$ cat src/rtl/spdif_pkg.sv
// Shared types and constants for the SPDIF sample scheduler.
package spdif_pkg;

  localparam int SPDIF_SW = 16;

  typedef enum logic [1:0] {
    IDLE = 2'd0,
    MUTE = 2'd1,
    RUN  = 2'd2
  } state_e;

  typedef struct packed {
    logic [SPDIF_SW-1:0] l;
    logic [SPDIF_SW-1:0] r;
  } pair_t;

endpackage

$ cat src/rtl/spdif_pair_fifo.sv
// Synchronous DEPTH x 32-bit stereo-pair FIFO; flush beats push/pop.
module spdif_pair_fifo
  import spdif_pkg::*;
#(
  parameter int DEPTH = 4
) (
  input  logic                      clk_i,
  input  logic                      rst_ni,
  input  logic                      push_i,
  input  logic                      pop_i,
  input  logic                      flush_i,
  input  logic [2*SPDIF_SW-1:0]     din_i,
  output logic [2*SPDIF_SW-1:0]     dout_o,
  output logic                      full_o,
  output logic                      empty_o,
  output logic [$clog2(DEPTH):0]    level_o
);

  localparam int AW = $clog2(DEPTH);
  localparam logic [AW-1:0] PTR_ONE  = AW'(1);
  localparam logic [AW:0]   CNT_ONE  = (AW+1)'(1);
  localparam logic [AW:0]   CNT_FULL = (AW+1)'(DEPTH);

  logic [2*SPDIF_SW-1:0] mem_q [DEPTH];
  logic [AW-1:0]         wptr_q, wptr_d;
  logic [AW-1:0]         rptr_q, rptr_d;
  logic [AW:0]           cnt_q, cnt_d;
  logic                  full_q, full_d;
  logic                  empty_q, empty_d;
  logic                  do_push_s, do_pop_s;

  // Guard against overflow/underflow; a flush discards both operations.
  always_comb begin
    do_push_s = push_i && !full_q && !flush_i;
    do_pop_s  = pop_i && !empty_q && !flush_i;
  end

  // Pointer and occupancy next state.
  always_comb begin
    wptr_d = wptr_q;
    rptr_d = rptr_q;
    cnt_d  = cnt_q;
    if (flush_i) begin
      wptr_d = '0;
      rptr_d = '0;
      cnt_d  = '0;
    end else begin
      if (do_push_s) begin
        wptr_d = wptr_q + PTR_ONE;
      end else begin
        wptr_d = wptr_q;
      end
      if (do_pop_s) begin
        rptr_d = rptr_q + PTR_ONE;
      end else begin
        rptr_d = rptr_q;
      end
      case ({do_push_s, do_pop_s})
        2'b10:   cnt_d = cnt_q + CNT_ONE;
        2'b01:   cnt_d = cnt_q - CNT_ONE;
        default: cnt_d = cnt_q;
      endcase
    end
    full_d  = (cnt_d == CNT_FULL);
    empty_d = (cnt_d == '0);
  end

  // Pointer, count and flag registers.
  always_ff @(posedge clk_i or negedge rst_ni) begin
    if (!rst_ni) begin
      wptr_q  <= '0;
      rptr_q  <= '0;
      cnt_q   <= '0;
      full_q  <= 1'b0;
      empty_q <= 1'b1;
    end else begin
      wptr_q  <= wptr_d;
      rptr_q  <= rptr_d;
      cnt_q   <= cnt_d;
      full_q  <= full_d;
      empty_q <= empty_d;
    end
  end

  // Storage array; contents are only meaningful below the count.
  always_ff @(posedge clk_i) begin
    if (do_push_s) begin
      mem_q[wptr_q] <= din_i;
    end
  end

  assign dout_o  = mem_q[rptr_q];
  assign full_o  = full_q;
  assign empty_o = empty_q;
  assign level_o = cnt_q;

endmodule

$ cat src/rtl/spdif_sample_sched.sv
// Two-source stereo sample scheduler feeding the SPDIF transmitter.
module spdif_sample_sched
  import spdif_pkg::*;
#(
  parameter int DEPTH         = 4,
  parameter int MUTE_FRAMES   = 8,
  parameter int UNDERRUN_ZERO = 0
) (
  input  logic                   clk_i,
  input  logic                   rst_ni,
  input  logic                   enable_i,
  input  logic                   src_sel_i,
  input  logic                   a_valid_i,
  output logic                   a_ready_o,
  input  logic [15:0]            a_l_i,
  input  logic [15:0]            a_r_i,
  input  logic                   b_valid_i,
  output logic                   b_ready_o,
  input  logic [15:0]            b_l_i,
  input  logic [15:0]            b_r_i,
  input  logic                   sample_req_i,
  output logic [15:0]            audio_l_o,
  output logic [15:0]            audio_r_o,
  output logic [$clog2(DEPTH):0] level_o,
  output logic                   active_src_o,
  output logic                   muting_o,
  output logic                   underrun_o,
  output logic [7:0]             underrun_cnt_o
);

  localparam logic [7:0] MUTE_LOAD = 8'(MUTE_FRAMES);

  state_e      state_q, state_d;
  logic        active_src_q, active_src_d;
  logic [7:0]  mute_cnt_q, mute_cnt_d;
  pair_t       audio_q, audio_d;
  logic        underrun_q, underrun_d;
  logic [7:0]  ucnt_q, ucnt_d;
  logic        muting_q, muting_d;

  logic        src_switch_s;
  logic        sel_valid_s;
  logic        fifo_push_s, fifo_pop_s, fifo_flush_s;
  logic        fifo_full_s, fifo_empty_s;
  pair_t       fifo_din_s, fifo_head_s;

  assign src_switch_s = (src_sel_i != active_src_q);
  assign sel_valid_s  = active_src_q ? b_valid_i : a_valid_i;
  assign fifo_din_s   = active_src_q ? pair_t'({b_l_i, b_r_i}) : pair_t'({a_l_i, a_r_i});

  // Only the latched source sees ready, and only in RUN with room left.
  assign a_ready_o = (state_q == RUN) && !active_src_q && !fifo_full_s;
  assign b_ready_o = (state_q == RUN) && active_src_q && !fifo_full_s;

  spdif_pair_fifo #(
    .DEPTH(DEPTH)
  ) u_fifo (
    .clk_i   (clk_i),
    .rst_ni  (rst_ni),
    .push_i  (fifo_push_s),
    .pop_i   (fifo_pop_s),
    .flush_i (fifo_flush_s),
    .din_i   (fifo_din_s),
    .dout_o  (fifo_head_s),
    .full_o  (fifo_full_s),
    .empty_o (fifo_empty_s),
    .level_o (level_o)
  );

  // State register.
  always_ff @(posedge clk_i or negedge rst_ni) begin
    if (!rst_ni) begin
      state_q <= IDLE;
    end else begin
      state_q <= state_d;
    end
  end

  // Next state: disable wins, then a source switch, then mute expiry.
  always_comb begin
    state_d = state_q;
    if (!enable_i) begin
      state_d = IDLE;
    end else begin
      case (state_q)
        IDLE: state_d = MUTE;
        MUTE: begin
          if (src_switch_s) begin
            state_d = MUTE;
          end else if (sample_req_i && (mute_cnt_q == 8'd1)) begin
            state_d = RUN;
          end else begin
            state_d = MUTE;
          end
        end
        RUN: begin
          if (src_switch_s) begin
            state_d = MUTE;
          end else begin
            state_d = RUN;
          end
        end
        default: state_d = IDLE;
      endcase
    end
  end

  // Datapath and output next values for each state.
  always_comb begin
    active_src_d = active_src_q;
    mute_cnt_d   = mute_cnt_q;
    audio_d      = audio_q;
    underrun_d   = 1'b0;
    ucnt_d       = ucnt_q;
    fifo_push_s  = 1'b0;
    fifo_pop_s   = 1'b0;
    fifo_flush_s = 1'b0;
    if (!enable_i) begin
      audio_d      = '0;
      ucnt_d       = 8'd0;
      fifo_flush_s = 1'b1;
    end else begin
      case (state_q)
        IDLE: begin
          audio_d      = '0;
          ucnt_d       = 8'd0;
          fifo_flush_s = 1'b1;
          active_src_d = src_sel_i;
          mute_cnt_d   = MUTE_LOAD;
        end
        MUTE: begin
          fifo_flush_s = 1'b1;
          if (sample_req_i) begin
            audio_d = '0;
          end else begin
            audio_d = audio_q;
          end
          if (src_switch_s) begin
            active_src_d = src_sel_i;
            mute_cnt_d   = MUTE_LOAD;
          end else if (sample_req_i) begin
            mute_cnt_d = mute_cnt_q - 8'd1;
          end else begin
            mute_cnt_d = mute_cnt_q;
          end
        end
        RUN: begin
          if (src_switch_s) begin
            // Any push or request in this cycle is dropped with the flush.
            active_src_d = src_sel_i;
            mute_cnt_d   = MUTE_LOAD;
            fifo_flush_s = 1'b1;
          end else begin
            fifo_push_s = sel_valid_s && !fifo_full_s;
            if (sample_req_i) begin
              if (!fifo_empty_s) begin
                fifo_pop_s = 1'b1;
                audio_d    = fifo_head_s;
              end else begin
                underrun_d = 1'b1;
                if (ucnt_q != 8'd255) begin
                  ucnt_d = ucnt_q + 8'd1;
                end else begin
                  ucnt_d = ucnt_q;
                end
                if (UNDERRUN_ZERO != 0) begin
                  audio_d = '0;
                end else begin
                  audio_d = audio_q;
                end
              end
            end else begin
              audio_d = audio_q;
            end
          end
        end
        default: begin
          audio_d      = '0;
          fifo_flush_s = 1'b1;
        end
      endcase
    end
    muting_d = (state_d != RUN);
  end

  // Registered outputs and control registers.
  always_ff @(posedge clk_i or negedge rst_ni) begin
    if (!rst_ni) begin
      active_src_q <= 1'b0;
      mute_cnt_q   <= 8'd0;
      audio_q      <= '0;
      underrun_q   <= 1'b0;
      ucnt_q       <= 8'd0;
      muting_q     <= 1'b0;
    end else begin
      active_src_q <= active_src_d;
      mute_cnt_q   <= mute_cnt_d;
      audio_q      <= audio_d;
      underrun_q   <= underrun_d;
      ucnt_q       <= ucnt_d;
      muting_q     <= muting_d;
    end
  end

  assign audio_l_o      = audio_q.l;
  assign audio_r_o      = audio_q.r;
  assign active_src_o   = active_src_q;
  assign muting_o       = muting_q;
  assign underrun_o     = underrun_q;
  assign underrun_cnt_o = ucnt_q;

endmodule

$ cat config.mk
export PLATFORM = sky130hd
export DESIGN_NAME = spdif_sample_sched
export DESIGN_NICKNAME = d
export VERILOG_FILES = /design/src/rtl/spdif_pkg.sv /design/src/rtl/spdif_pair_fifo.sv /design/src/rtl/spdif_sample_sched.sv
export SDC_FILE = /design/constraint.sdc
export NUM_CORES = 1
export LEC_CHECK = 0
export BUFFER_PORTS_ARGS = -buffer_cell sky130_fd_sc_hd__buf_4
export CAP_MARGIN = 25
export CORE_ASPECT_RATIO = 0.6
export CORE_MARGIN = 10
export CORE_UTILIZATION = 57
export DETAILED_ROUTE_END_ITERATION = 16
export PLACE_DENSITY = 0.8
export SLEW_MARGIN = 20
export SYNTH_ARGS = -nofsm -noshare
export SYNTH_HDL_FRONTEND = slang
export SYNTH_SLANG_ARGS = --single-unit
$ cat constraint.sdc
create_clock -name clk_i -period 3.8 [get_ports clk_i]
set_input_delay 0.76 -clock clk_i [delete_from_list [all_inputs] [get_ports clk_i]]
set_output_delay 0.76 -clock clk_i [all_outputs]
set_load 0.05 [all_outputs]
# After elaboration in Yosys (flattened, before gate mapping)
# Memories as Yosys holds them, arrays and structs flattened.
# Cells that the tools add are included.
# Widths: inputs -> output; s select.
[totals]
ff_bits = 62
mem_bits_rw = 128
in_bits = 71
out_inout_bits = 48
wordCells = 113
memories = 1
[memory_table]
columns = ["name", "words", "word_bits", "read_ports", "rd_clocked_by_memory_dff", "wr", "line_no", "rtl"]
rows = [
  ["u_fifo.mem_q", 4, 32, 1, 0, 1, "spdif_pair_fifo.sv:24", "logic [2*SPDIF_SW-1:0] mem_q [DEPTH];"],
]
[classes]
n_addsub = 6
n_eq_ne = 19
mux = 49
n_reduce_logical = 25
[op_table]
columns = ["operator", "count"]
rows = [
  ["$mux 32", 6],
  ["$mux 8", 8],
  ["$pmux 32 s2", 1],
  ["$pmux 8 s3", 1],
  ["$mux 1", 20],
  ["$mux 2", 8],
  ["$pmux 8 s2", 1],
  ["$ne 3x3->1 const B", 5],
  ["$logic_and 1x1->1", 10],
  ["$add 8x1->8 const B", 1],
  ["$eq 8x1->1 const B", 1],
  ["$ne 8x8->1 const B", 1],
  ["$reduce_and 4->1", 2],
  ["$sub 8x1->8 const B", 1],
  ["$ne 3x2->1 const B", 2],
  ["$pmux 2 s3", 1],
  ["$pmux 3 s2", 1],
  ["$reduce_bool 2->1", 3],
  ["$reduce_and 5->1", 1],
  ["$add 2x1->2 const B", 2],
  ["$eq 2x1->1 const B", 2],
  ["$eq 2x2->1 const B", 2],
  ["$logic_not 1->1", 4],
  ["$ne 2x2->1 const B", 2],
  ["13 further kinds", 13],
]

# Depth between registers and ports, before layout
[depth]
ltp_word = 11
depth_mapped = 13
mapped_depth_nobuf = 12

# Modules after synthesis
# From an unflattened synthesis, not the netlist that was laid out.
[hier_totals]
cells_unflattened = 505
hier_area_um2 = 8320.5
[modules_own_cells]
columns = ["mod", "instances", "cells_per_inst", "area_each_um2", "seq_area_each_um2"]
rows = [
  ["spdif_pair_fifo", 1, 219, 5201.2, 4070.2],
  ["spdif_sample_sched", 1, 286, 3119.2, 1326.3],
]

# Least setup slack after synthesis
# Ideal clock, no wire load.
[synth_timing]
path_type = "reg2out"
startpoint = "reg active_src_q, in the netlist active_src_o"
endpoint = "out a_ready_o"
t_arrival_ns = 2.221
t_required_ns = 3.040
slack_ns = 0.819
stages_incl_launch_ff = 4
path_buffers = 2
cell_sequence = "dfrtp_1 -> buf_4 -> buf_2 -> nor3b_1"
[synth_between]
elab_chain_len = 3
[synth_rtl]
columns = ["item", "line_no", "rtl"]
rows = [
  ["from (decl)", "spdif_sample_sched.sv:34", "logic active_src_q, active_src_d;"],
  ["from (signal assigned)", "spdif_sample_sched.sv:196", "active_src_q <= active_src_d;"],
  ["$logic_not 1->1", "spdif_sample_sched.sv:52", "assign a_ready_o = (state_q == RUN) && !active_src_q && !fifo_full_s;"],
  ["$logic_and 1x1->1 (2 in a row)", "spdif_sample_sched.sv:52", ""],
  ["to (decl)", "spdif_sample_sched.sv:14", "output logic a_ready_o,"],
]
# No other way between the ends.

# Final worst setup path
[layout_timing]
startpoint = "reg state_q[0]"
endpoint = "reg u_fifo.full_q, in the netlist u_fifo.full_o"
[layout_between]
elab_chain_len = 9
word_cells_on_any_way = 17
cone_classes = "eq/ne (4); mux (8); reduce/logical (5)"
[layout_rtl]
columns = ["item", "line_no", "rtl"]
rows = [
  ["from (decl)", "spdif_sample_sched.sv:33", "state_e state_q, state_d;"],
  ["from (signal assigned)", "spdif_sample_sched.sv:75", "state_q <= state_d;"],
  ["$eq 2x2->1 (*)", "spdif_sample_sched.sv:123", "case (state_q)"],
  ["$mux 1", "spdif_sample_sched.sv:123", ""],
  ["$mux 1", "spdif_sample_sched.sv:118", "if (!enable_i) begin"],
  ["$logic_and 1x1->1 (tied with other cells)", "spdif_pair_fifo.sv:35", "do_pop_s = pop_i && !empty_q && !flush_i;"],
  ["$logic_and 1x1->1 (on tied branches)", "spdif_pair_fifo.sv:35, spdif_pair_fifo.sv:34", ""],
  ["$eq 2x1->1 / $eq 2x2->1 (equally long branches)", "spdif_pair_fifo.sv:58", "case ({do_push_s, do_pop_s})"],
  ["$pmux 3 s2", "spdif_pair_fifo.sv:58", ""],
  ["$mux 3 (*)", "spdif_pair_fifo.sv:43", "if (flush_i) begin"],
  ["named net u_fifo.cnt_d[2]", "spdif_pair_fifo.sv:27", "logic [AW:0] cnt_q, cnt_d;"],
  ["$eq 3x3->1 (*)", "spdif_pair_fifo.sv:64", "full_d = (cnt_d == CNT_FULL);"],
  ["named net u_fifo.full_d", "spdif_pair_fifo.sv:28", "logic full_q, full_d;"],
  ["to (signal assigned)", "spdif_pair_fifo.sv:80", "full_q <= full_d;"],
  ["to (decl)", "spdif_pair_fifo.sv:28", ""],
]
# The timed path passes the listed nets; every way through them passes the cells marked *.
# A chain may end at the register's enable or synchronous reset.

==> impl_results.md <==
- Post-Synthesis Cells: approximately 450
- Min-delay worst type: primary input to asynchronous set/reset pin
- Max-slew headroom at the worst pin: between 20% and 30%
- Post-CTS Setup Repair Bufs: 0
- IO Count: 119
- Arr. time, crit path: approximately 3.5 ns
- Initial antenna violation count: 0
- Syn-to-layout area delta: 20.9%
- Die area: between 0.015 and 0.02 sq mm
- # resized after CTS: 0
- Status: finished, final reports clean
- Syn_area_per_cell: between 15 and 20 sq um
- Leakage: 3.71 nW
- Ys flop type: edfxtp_1
- Leading area contributor after synthesis: edfxtp_1
- Slew @ Worst Pin: ~1.1 ns
- CP Class: flop to flop
- PD cells: 465 mW/mm^2
- All-Layer GR Usage: 18.7%
- GR peak layer: met2
- WL/cell: ~23 microns
- Die height: about 110 microns
- DRC viols: 0
- Synth cell types: 48
- Post-CTS Hold Fix Bufs: 0
- Depth of the CTS H-tree: 4
- Synth Net Count: between 500 and 600
- Final antenna-violating net count: 0
- Critical path capture point type: flop
- Synth warnings: 0
- TritonCTS buffer count: 17
- Layout Cells excl Fill: between 700 and 800
- Final WL: between 15 and 20 mm
- Global-route wire length before repair: roughly 27 mm
- Final min period: 3.19 ns
- Nets: 657
- Row count: 33
- Root buffer cell: clkbuf_16
- Syn Std Cell Area: 0.00786 sq mm
- Hold Slack: slightly above 0.4 ns
- Initial Util: approximately 58%
- Met2 usage: between 20 and 30%
- Final worst path period share: 84.0%
- Largest net degree at the start of global routing: 63
- Required time of the worst setup path: roughly 4.1 ns
- Pre-CTS setup slack: about 0.53 ns
- RSZ-0062 raised after global routing: false
- M1 GR Usage: 25.8%
- Worst setup SP type: flop
- Cell total after placement: around 730
- WP buf/inv: 2
- Routability cong.: around 0.76
- Worst setup margin: a little over 0.6 ns
- CP delay by family, top: simple AND/OR/NAND/NOR gates
- CP peak stage delay: approximately 0.40 ns
- Clk Latency, worst-skew pair: 0.43 ns
- Layout cells sized above 1: 39.6%
- Reg clk slew, reported paths: roughly 0.07 ns
- Setup_tns: 0 ns
- Vias: 4553
- Core Box Area: roughly 0.014 sq mm
- Yosys reg bits: 190
- Area share of the leading cell type in the synthesized netlist: just under 50%
- Fin. max-slew vios: 0
- DR vias/cell: between 5 and 6
- Clk sinks: between 150 and 200
- Clock buffer depth: 2
- Max Clock Skew: roughly 0.015 ns
- Crit-path cells: inv_1 > ha_1 > and2_1 > nand2_1 > nor3_1 > inv_1 > ha_1 > fa_1 > xnor2_1 > or3_1 > a21oi_1 > nor3b_1
- Met3 usage: slightly below 5%
- FILL cells: between 800 and 900
- PortBufs: 118
- Max Fclk: ~310 MHz
- Fin. Hold Viols: 0
- Initial drt markers: about 350
- Top cells by area, synth: edfxtp_1, dfrtp_1, mux4_2
- Via count of the first global-routing pass: about 4800
- Max stage delay cell, worst path: dfrtp_1
- Sequential-to-total area share from yosys stat: 68.6%
- Peak supply drop: approximately 0.43 mV
- Width of the die: ~170 microns
- Ant. Diodes: 0
- Post-synth EDFFs: between 100 and 150
- CP Max Fanout: 10
- Setup violators final: 0
- Total of max-cap violations: 0
- Hpwl dp: roughly 11 mm
- DRT Pass-1 Iters: 7
- CTS tree: built
- Grt total ovfl: 0
- FFs w/ async S/R, synth: about a third
sequential cells by signal, summed over array words and instances, names as in the netlist:
name,cells
underrun_cnt_o,8
u_fifo.level_o,3
u_fifo.mem_q,128
muting_o,1
u_fifo.wptr_q,2
audio_l_o,16
u_fifo.rptr_q,2
u_fifo.full_o,1
state_q,2
u_fifo.empty_o,1
underrun_o,1
active_src_o,1
audio_r_o,16
mute_cnt_q,8
placed cells by master (no fill, tap or decap), types with 4 or more instances in the layout:
master / synthesis / final
or3_1: 6 / 6
a21oi_1: 5 / 5
clkbuf_16: 0 / 17
mux2i_1: 4 / 4
clkinvlp_4: 0 / 4
and3_2: 0 / 4
a22o_1: 33 / 33
dfrtp_1: 61 / 58
inv_1: 9 / 9
mux4_2: 32 / 32
nor2_1: 17 / 17
nor3_1: 6 / 6
nor2b_1: 4 / 4
mux2_2: 35 / 35
nor4_1: 4 / 4
o21ai_0: 10 / 10
buf_4: 1 / 121
nand2_1: 12 / 12
ha_1: 12 / 12
nand3_1: 6 / 6
edfxtp_1: 128 / 128
cell type report:
cell class / instances / area (sq um) / area share, %
Clock inverter: 12 / 161 / 1.70
Tap cell: 175 / 219 / 2.30
Inverter: 10 / 37.5 / 0.395
Clock buffer: 20 / 437 / 4.59
Sequential cell: 190 / 5400 / 56.8
Timing Repair Buffer: 121 / 908 / 9.56
Multi-Input combinational cell: 233 / 2340 / 24.7
stage by stage:
stage	area, sq um	utilization [%]	total power [mW]
final	9510	70.0	4.42
after global routing	9510	70.0	4.58
after CTS	9510	70.0	4.45
after detailed placement	8910	65.6	2.65
after global placement	8910	65.6	2.64
after floorplan	7860	-	2.52
cell families after synthesis:
family | share of synthesized area [%]
AOI/OAI and AO/OA | 6.62
xor gates and xnor gates | 1.02
adders and majority gates | 2.16
buffers and inverters | 1.72
DFF | 68.6
muxes | 14.7
and+or+nand+nor | 5.16
cell usage after synthesis, drive strengths merged (7+ instances only):
library cell    n
edfxtp        128
dfrtp          61
mux2           35
a22o           33
mux4           32
nor2           17
buf            16
ha             12
nand2          12
o21ai          11
inv            10
and3            7
nor3            7
metal layers:
| layer | share of wire (%) | vias up |
|---|---|---|
| li1 | - | 2030 |
| met1 | 43 | 2310 |
| met2 | 48 | 194 |
| met3 | 7.5 | 19 |
| met4 | 1.0 | 0 |
| met5 | 0 | - |
worst paths after layout:
kind | end | from | cells after the start | slack (ns)
max in group asynchronous | active_src_o | rst_ni | 1 | 2.80
worst min register to register | audio_r_o[2] | audio_r_o[2] | 1 | 0.51
worst max register to register | u_fifo.full_o | state_q[0] | 12 | 0.61
min in group clk_i | audio_r_o[2] | audio_r_o[2] | 1 | 0.51
worst max-delay path | u_fifo.full_o | state_q[0] | 12 | 0.61
worst min-delay path | mute_cnt_q[6] | rst_ni | 1 | 0.41
power by group:
group          switching [mW]  internal, mW  total [mW]
sequential             0.0196          2.27        2.29
combinational           0.179         0.146       0.325
clock                   0.770          1.04        1.81
total                   0.968          3.46        4.42
Note: power is estimated with default switching activity, not from simulation.
